File: src/rtl/itype_pkg.sv
// itype_pkg: opcodes, controller states, error codes and immediate-extension helpers
// shared by the I-type execution sequencer.
package itype_pkg;
  localparam logic [5:0] OP_ADDI  = 6'b001000;
  localparam logic [5:0] OP_ADDIU = 6'b001001;
  localparam logic [5:0] OP_ANDI  = 6'b001100;
  localparam logic [5:0] OP_ORI   = 6'b001101;
  localparam logic [5:0] OP_LUI   = 6'b001111;
  localparam logic [5:0] OP_SLTI  = 6'b001010;
  localparam logic [5:0] OP_SLTIU = 6'b001011;
  localparam logic [5:0] OP_BEQ   = 6'b000100;
  localparam logic [5:0] OP_BNE   = 6'b000101;
  localparam logic [5:0] OP_LW    = 6'b100011;
  localparam logic [5:0] OP_SW    = 6'b101011;
  typedef enum logic [2:0] {S_IDLE, S_DECODE, S_EXEC, S_MEM, S_WB, S_DONE} state_t;
  typedef enum logic [1:0] {ERR_OK, ERR_ILL, ERR_OVF, ERR_MEM} err_t;
  function automatic logic is_legal(input logic [5:0] op);
    return op inside {OP_ADDI, OP_ADDIU, OP_ANDI, OP_ORI, OP_LUI, OP_SLTI, OP_SLTIU,
                      OP_BEQ, OP_BNE, OP_LW, OP_SW};
  endfunction
  // Logical immediates are zero-extended; everything else is sign-extended.
  function automatic logic [31:0] ext_imm(input logic [5:0] op, input logic [15:0] imm);
    return (op inside {OP_ANDI, OP_ORI, OP_LUI}) ? {16'h0, imm} : {{16{imm[15]}}, imm};
  endfunction
endpackage

File: src/rtl/itype_regfile.sv
// itype_regfile: 32x32 register file, two async read ports plus a debug read port,
// one synchronous write port; register 0 is never written so it always reads 0.
module itype_regfile (
  input  logic        clk,
  input  logic        reset,
  input  logic [4:0]  i_ra,
  input  logic [4:0]  i_rb,
  input  logic [4:0]  i_dbg_addr,
  input  logic        i_we,
  input  logic [4:0]  i_waddr,
  input  logic [31:0] i_wdata,
  output logic [31:0] o_ra_data,
  output logic [31:0] o_rb_data,
  output logic [31:0] o_dbg_data
);
  logic [31:0] r_regs [32];
  always_ff @(posedge clk)
    if (reset)
      for (int i = 0; i < 32; i++) r_regs[i] <= 32'h0;
    else if (i_we && i_waddr != 5'd0)
      r_regs[i_waddr] <= i_wdata;
  assign o_ra_data  = r_regs[i_ra];
  assign o_rb_data  = r_regs[i_rb];
  assign o_dbg_data = r_regs[i_dbg_addr];
endmodule

File: src/rtl/itype_exec_ctrl.sv
// itype_exec_ctrl: multi-cycle I-type sequencer driving an external combinational ALU.
// Define ITYPE_OVF_TRAP_EN to make ADDI overflow suppress writeback and report err=2.
module itype_exec_ctrl
  import itype_pkg::*;
#(
  parameter logic [31:0] PC_RESET    = 32'h0000_0000,
  parameter int unsigned MEM_TIMEOUT = 16
) (
  input  logic        clk,
  input  logic        reset,
  input  logic        instr_valid,
  output logic        instr_ready,
  input  logic [31:0] instr,
  output logic [5:0]  alu_opcode,
  output logic [31:0] alu_rs,
  output logic [31:0] alu_rt,
  output logic [31:0] alu_imm,
  input  logic [31:0] alu_result,
  input  logic        alu_zero,
  input  logic        alu_overflow,
  output logic        mem_req,
  output logic        mem_we,
  output logic [31:0] mem_addr,
  output logic [31:0] mem_wdata,
  input  logic [31:0] mem_rdata,
  input  logic        mem_ack,
  output logic [31:0] pc,
  output logic        done,
  output logic        branch_taken,
  output logic [1:0]  err,
  input  logic [4:0]  dbg_addr,
  output logic [31:0] dbg_data
);
  state_t      r_state, w_next;
  err_t        r_err;
  logic [31:0] r_instr, r_rs_val, r_rt_val, r_imm, r_result, r_pc, r_wait;
  logic        r_zero, r_ovf, r_taken;
  logic [31:0] w_rs_data, w_rt_data;
  logic [5:0]  w_op;
  logic        w_branch, w_timeout, w_trap, w_we;
  assign w_op      = r_instr[31:26];
  assign w_branch  = w_op == OP_BEQ || w_op == OP_BNE;
  assign w_timeout = r_wait == MEM_TIMEOUT - 1;
`ifdef ITYPE_OVF_TRAP_EN
  assign w_trap = w_op == OP_ADDI && r_ovf;
`else
  assign w_trap = 1'b0 && r_ovf;
`endif
  assign w_we = r_state == S_WB && !w_branch && !w_trap;
  itype_regfile u_rf (
    .clk       (clk),
    .reset     (reset),
    .i_ra      (r_instr[25:21]),
    .i_rb      (r_instr[20:16]),
    .i_dbg_addr(dbg_addr),
    .i_we      (w_we),
    .i_waddr   (r_instr[20:16]),
    .i_wdata   (r_result),
    .o_ra_data (w_rs_data),
    .o_rb_data (w_rt_data),
    .o_dbg_data(dbg_data)
  );
  always_comb begin
    w_next = r_state;
    case (r_state)
      S_IDLE:   w_next = instr_valid ? S_DECODE : S_IDLE;
      S_DECODE: w_next = is_legal(w_op) ? S_EXEC : S_DONE;
      S_EXEC:   w_next = (w_op == OP_LW || w_op == OP_SW) ? S_MEM : S_WB;
      S_MEM:    w_next = mem_ack ? (w_op == OP_SW ? S_DONE : S_WB) : (w_timeout ? S_DONE : S_MEM);
      S_WB:     w_next = S_DONE;
      S_DONE:   w_next = S_IDLE;
      default:  w_next = S_IDLE;
    endcase
  end
  always_ff @(posedge clk)
    if (reset) begin
      r_state  <= S_IDLE;
      r_err    <= ERR_OK;
      r_instr  <= 32'h0;
      r_rs_val <= 32'h0;
      r_rt_val <= 32'h0;
      r_imm    <= 32'h0;
      r_result <= 32'h0;
      r_pc     <= PC_RESET;
      r_wait   <= 32'h0;
      r_zero   <= 1'b0;
      r_ovf    <= 1'b0;
      r_taken  <= 1'b0;
    end else begin
      r_state <= w_next;
      case (r_state)
        S_IDLE: if (instr_valid) begin
          r_instr <= instr;
          r_err   <= ERR_OK;
          r_taken <= 1'b0;
        end
        S_DECODE: begin
          r_rs_val <= w_rs_data;
          r_rt_val <= w_rt_data;
          r_imm    <= ext_imm(w_op, r_instr[15:0]);
          if (!is_legal(w_op)) r_err <= ERR_ILL;
        end
        S_EXEC: begin
          r_result <= alu_result;
          r_zero   <= alu_zero;
          r_ovf    <= alu_overflow;
          r_wait   <= 32'h0;
        end
        // Load data reuses the result register since the address is no longer needed.
        S_MEM: begin
          r_wait <= r_wait + 32'd1;
          if (mem_ack) r_result <= mem_rdata;
          else if (w_timeout) r_err <= ERR_MEM;
        end
        S_WB: begin
          r_taken <= w_branch && (w_op == OP_BEQ ? r_zero : !r_zero);
          if (w_trap) r_err <= ERR_OVF;
        end
        S_DONE: r_pc <= r_pc + 32'd4 + (r_taken ? {r_imm[29:0], 2'b00} : 32'd0);
        default: ;
      endcase
    end
  assign instr_ready  = r_state == S_IDLE;
  assign alu_opcode   = w_op;
  assign alu_rs       = r_rs_val;
  assign alu_rt       = r_rt_val;
  assign alu_imm      = r_imm;
  assign mem_req      = r_state == S_MEM;
  assign mem_we       = mem_req && w_op == OP_SW;
  assign mem_addr     = r_result;
  assign mem_wdata    = r_rt_val;
  assign pc           = r_pc;
  assign done         = r_state == S_DONE;
  assign branch_taken = done && r_taken;
  assign err          = done ? r_err : ERR_OK;
endmodule

File: config.mk
export PLATFORM = sky130hd
export DESIGN_NAME = itype_exec_ctrl
export DESIGN_NICKNAME = d
export VERILOG_FILES = /design/src/rtl/itype_pkg.sv /design/src/rtl/itype_regfile.sv /design/src/rtl/itype_exec_ctrl.sv
export SDC_FILE = /design/constraint.sdc
export NUM_CORES = 2
export LEC_CHECK = 0
export ABC_AREA = 0
export ABC_CLOCK_PERIOD_IN_PS = 5850
export CAP_MARGIN = 10
export CORE_ASPECT_RATIO = 0.75
export CORE_MARGIN = 3
export CORE_UTILIZATION = 55
export DETAILED_ROUTE_END_ITERATION = 8
export GPL_TIMING_DRIVEN = 0
export PLACE_DENSITY = 0.84
export SYNTH_ARGS = -nofsm -noshare
export SYNTH_HDL_FRONTEND = slang
export SYNTH_SLANG_ARGS = --single-unit
export TNS_END_PERCENT = 1
File: constraint.sdc
create_clock -name clk -period 5.85 [get_ports clk]
set_clock_uncertainty 0.15 [all_clocks]
set_input_delay 1.17 -clock clk [delete_from_list [all_inputs] [get_ports clk]]
set_output_delay 1.17 -clock clk [all_outputs]
set_load 0.01 [all_outputs]
# == Word-level counts from Yosys, hierarchy flattened ==
# Memory sizes are Yosys's and may differ from the RTL's. A register that Yosys moved wholly into a read port is not among the register bits.
# Index checks and enable logic that the tools add are counted.
# word_totals
in_bits,107
reg_bits,167
mem_bits_rw,1024
n_memories,1
output_inout_bits,237
# op_classes
muxes,29
n_addsub,3
reduce_logical,21
eq_ne,22
# mem_list
name,depth,word_bits,rd,rd_clocked_by_memory_dff,write_ports,line,rtl
u_rf.r_regs,32,32,3,2,32,itype_regfile.sv:16,logic [31:0] r_regs [32];
# ops
cell,count
$mux W32,4
$pmux W32 S2,2
$eq A6 B4 Y1 const B,7
$add A32 B1 Y32 const B,1
$add A32 B3 Y32 const B,1
$add A32 B32 Y32,1
$eq A32 B4 Y1 const B,1
$reduce_or A32 Y1,1
$pmux W3 S5,1
$eq A6 B3 Y1 const B,2
$eq A6 B6 Y1 const B,2
$mux W3,4
$reduce_bool A11 Y1,1
$mux W1,10
$mux W2,5
$eq A3 B2 Y1 const B,2
$eq A3 B3 Y1 const B,2
$ne A2 B2 Y1 const B,3
$pmux W2 S3,1
$reduce_and A2 Y1,3
$reduce_bool A3 Y1,2
$logic_and A1 B1 Y1,5
$mux W5,1
$reduce_and A5 Y1,1
other kinds (8),12

# == Longest topological paths before layout ==
# logic_depth
depth_word,10
depth_mapped,16
mapped_depth_nobuf,14

# == By module ==
# A second synthesis with hierarchy kept.
# hier_totals
cells_unflattened,7210
area_unflattened_um2,75726.4
# modules_own_cells
module,seq_area_each_um2,cells_each,instances,area_each_um2
itype_regfile,30749.5,5763,1,64682.0
itype_exec_ctrl,4284.1,1447,1,11044.3

# == Least setup slack after synthesis ==
# No wires, ideal clock.
# synth_path
path_kind,input to register
start,input reset
end,"memory u_rf.r_regs[29][0], enable pin"
slack_ns,0.909
path_stages,5
t_arrival_ns,4.325
setup_time_ns,0.466
required_ns,5.234
cell_sequence,or3_1 -> nor2_1 -> nand2_1 -> clkbuf_1 -> o21ai_0
# synth_rtl
element,line,rtl
"start, declared",itype_exec_ctrl.sv:10,"input logic reset,"
"end, declared",itype_regfile.sv:16,

==> impl_metrics.py <==
metrics = {
    "logic_synthesis": {
        "synthCells": 5076,
        "yosys_warnings": 0,
        "synth_edf_count": 1024,
        "seq_area_frac_synth": 0.484,
        "yosys.area.top_type_share": 0.425,
        "synth_ff_type": "edfxtp_1",
        "avgSynthCellArea_um2": 14.3,
        "synth_common_cells": "edfxtp_1 (1024), and2_1 (1011), mux4_2 (912)",
        "yosys.area.top_type": "edfxtp_1",
        "synthesis.area_mm2": 0.0724,
        "yosysMostFrequentCell": "edfxtp_1",
        "yosys.cell_types.count": 66,
        "async_reset_ff_frac": 0,
        "synth_seq_cells": 1238,
        "netlist_top_cells_area": "edfxtp_1 (42%), mux4_2 (28%), and2_1 (8.7%)",
    },
    "global_routing": {
        "grt_pass1_wl_um": 469000,
        "antenna_found_initial": 75,
        "grt_max_degree": 33,
        "grt_pass1_vias": 52480,
        "grt_usage": 0.525,
        "overflow": 0,
    },
    "critical_path": {
        "max_stage_delay_ps": 1130,
        "worstPathCellList": "buf_2, buf_4, buf_4, buf_2, nand3_1, clkbuf_1, nor2_1, clkbuf_1, and2_1",
        "cp-start-kind": "flop",
        "cp_max_fo": 11,
        "r2r_setup_slack_ps": -140,
        "rr_worst_depth": 9,
        "worstPathRequired_ps": 6390,
        "worstPathArrival_ps": 6530,
        "timing.rr.start": "r_instr[16]",
        "cpLargestDelayFamily": "buffers and inverters",
        "cp.depth": 9,
        "critPathCapture": "u_rf.r_regs[27][30]",
        "regToRegEndpoint": "u_rf.r_regs[27][30]",
        "slowest_stage": "nor2_1",
        "worstSetupPathType": "flop to flop",
        "crit_start": "r_instr[16]",
        "critPathCaptureType": "flop",
        "cp.buffers_inverters": 6,
    },
    "pwr": {
        "power_density_mw_per_mm2": 353,
        "peakVddDrop_uv": 324,
        "leakage_nw": 28.8,
    },
    "cts": {
        "cts_max_level": 4,
        "cts_buffers": 131,
        "clk_pin_slew_ps": 70,
        "clock_sinks": 1238,
        "clockBufferDepth": 3,
        "cts_tree": "done",
        "post-cts-setup-buffer-count": 0,
        "clock_latency_ps": 830,
        "cts-root-buf": "clkbuf_16",
        "postCtsHoldBufs": 0,
    },
    "layout": {
        "stdcell_area_mm2": 0.0840,
        "layout-drive-gt1-share": 0.247,
        "fin_nets": 5784,
        "area_delta_synth_final_pct": 15.9,
        "postLayoutCoreUtil": 0.647,
        "fillers": 9339,
    },
    "status": {
        "violations": "DRC, capacitance limit, slew limit, setup timing",
        "status": "finished, violations left",
    },
    "timing": {
        "finalSetupViolCount": 104,
        "setup_ws_ps": -141,
        "holdWs_ps": 310,
        "tightest_slew_ps": 1600,
        "slew_viol_final": 11,
        "relSlewSlack": -0.0678,
        "timing.final.crit_period_ps": 5990,
        "hold_viol": 0,
        "timing.final.crit_share": 1.02,
        "max_freq_mhz": 167,
    },
    "placement": {
        "io_buffers": 335,
        "routabilityCongestion": 1.15,
        "placed_cell_area_mm2": 0.0793,
        "hpwl_um": 274000,
    },
    "detailed_routing": {
        "ant_nets": 0,
        "route.detailed.drc": 123,
        "viasPerCell": 7.86,
        "drt_iter0_markers": 14235,
        "vias": 59731,
        "dr.pass1.iters": 9,
        "finalWirelength_um": 362000,
        "wire_per_inst_um": 47.7,
    },
    "floorplan": {
        "initial_utilization": 0.558,
        "design.core.area_mm2": 0.130,
        "fp.dieH_um": 320,
        "ioPinCount": 344,
        "dieArea_mm2": 0.136,
        "die_w_um": 425,
        "std_cell_rows": 114,
    },
    "job": {
        "cap_viol_max_count": 3,
    },
    "min_path": {
        "hold_class": "flop to flop",
    },
}
-- sequential cells by signal, summed over array words and instances, names as in the netlist --
name,flops
alu_imm,17
r_state,3
r_wait,32
pc,30
r_zero,1
mem_addr,32
alu_rs,32
u_rf.r_regs,1024
r_err,2
r_taken,1
r_instr,32
alu_rt,32
-- layer usage --
layer	GRT usage	vias up	part of all wire
li1	-	20912	-
met1	0.620	29908	0.32
met2	0.631	7324	0.37
met3	0.457	1504	0.24
met4	0.256	83	0.068
met5	0.206	-	0.0095
-- cell usage in the layout, fill, tap and decap left out, types with 55 or more instances in the layout --
cell,count
mux4_2,912
a21oi_1,132
edfxtp_1,1024
clkbuf_1,407
nand2_1,297
mux2i_1,78
and2_1,1011
a211oi_1,55
buf_2,74
clkdlybuf4s50_1,335
clkbuf_16,137
nor2_1,195
diode_2,127
dfxtp_1,214
buf_4,68
-- cell type report --
type | instances | area, um^2 | area share
Tap cell | 1740 | 2180 | 0.0259
Clock buffer | 173 | 3580 | 0.0427
Buffer | 577 | 2580 | 0.0308
Sequential cell | 1238 | 35000 | 0.417
Multi-Input combinational cell | 3270 | 35200 | 0.419
Clock inverter | 59 | 548 | 0.00653
Antenna cell | 127 | 318 | 0.00379
Inverter | 24 | 90.1 | 0.00107
Timing Repair Buffer | 387 | 4410 | 0.0525
-- worst min-delay path by stage --
stage / from / cells after the start / endpoint / slack (ps)
after floorplan: r_instr[10] / 2 / alu_imm[10] / 280
after CTS: r_instr[4] / 2 / alu_imm[4] / 310
after global placement: r_instr[10] / 2 / alu_imm[10] / 290
after detailed placement: r_instr[7] / 2 / alu_imm[7] / 290
final: r_instr[6] / 2 / r_instr[6] / 310
after global routing: r_instr[13] / 2 / alu_imm[13] / 320
-- worst register-to-register path: cells and delay by family (launching register included) --
family	cells	cell delay, ps
flops	1	300
simple gates	3	1890
buf+inv	6	3520
-- what timing repair did --
| action | in CTS | in global routing |
|---|---|---|
| gates resized for setup | 19 | 8 |
| endpoints found under the setup margin | 32 | 31 |
| pin swaps | 0 | 0 |
-- cell families after synthesis --
kind of cell / synth area share
AO/OA/AOI/OAI: 0.0384
XOR/XNOR: 0.00375
adder cells (fa/ha/maj): 0.00840
buffers and inverters: 0.0357
flip-flops: 0.484
multiplexers: 0.301
other: 0.0000518
AND/OR/NAND/NOR: 0.129
-- where the power goes --
group | switching (mW) | internal [mW]
Sequential | 0.632 | 10.1
Clock | 3.84 | 4.68
Combinational | 6.82 | 3.61
-- stage by stage --
stage	TNS (ps)	std cells	setup slack, ps	power (mW)
2_1_floorplan	0	5109	909	15.1
5_1_grt	-41.9	7544	-19.5	29.4
6_report	-9080	7595	-141	29.6
4_1_cts	0	7460	3.11	28.4
3_3_place_gp	-2017700	7184	-3690	19.9
3_5_place_dp	-16270	7228	-620	20.2
Power figures use the tool's default switching activity.
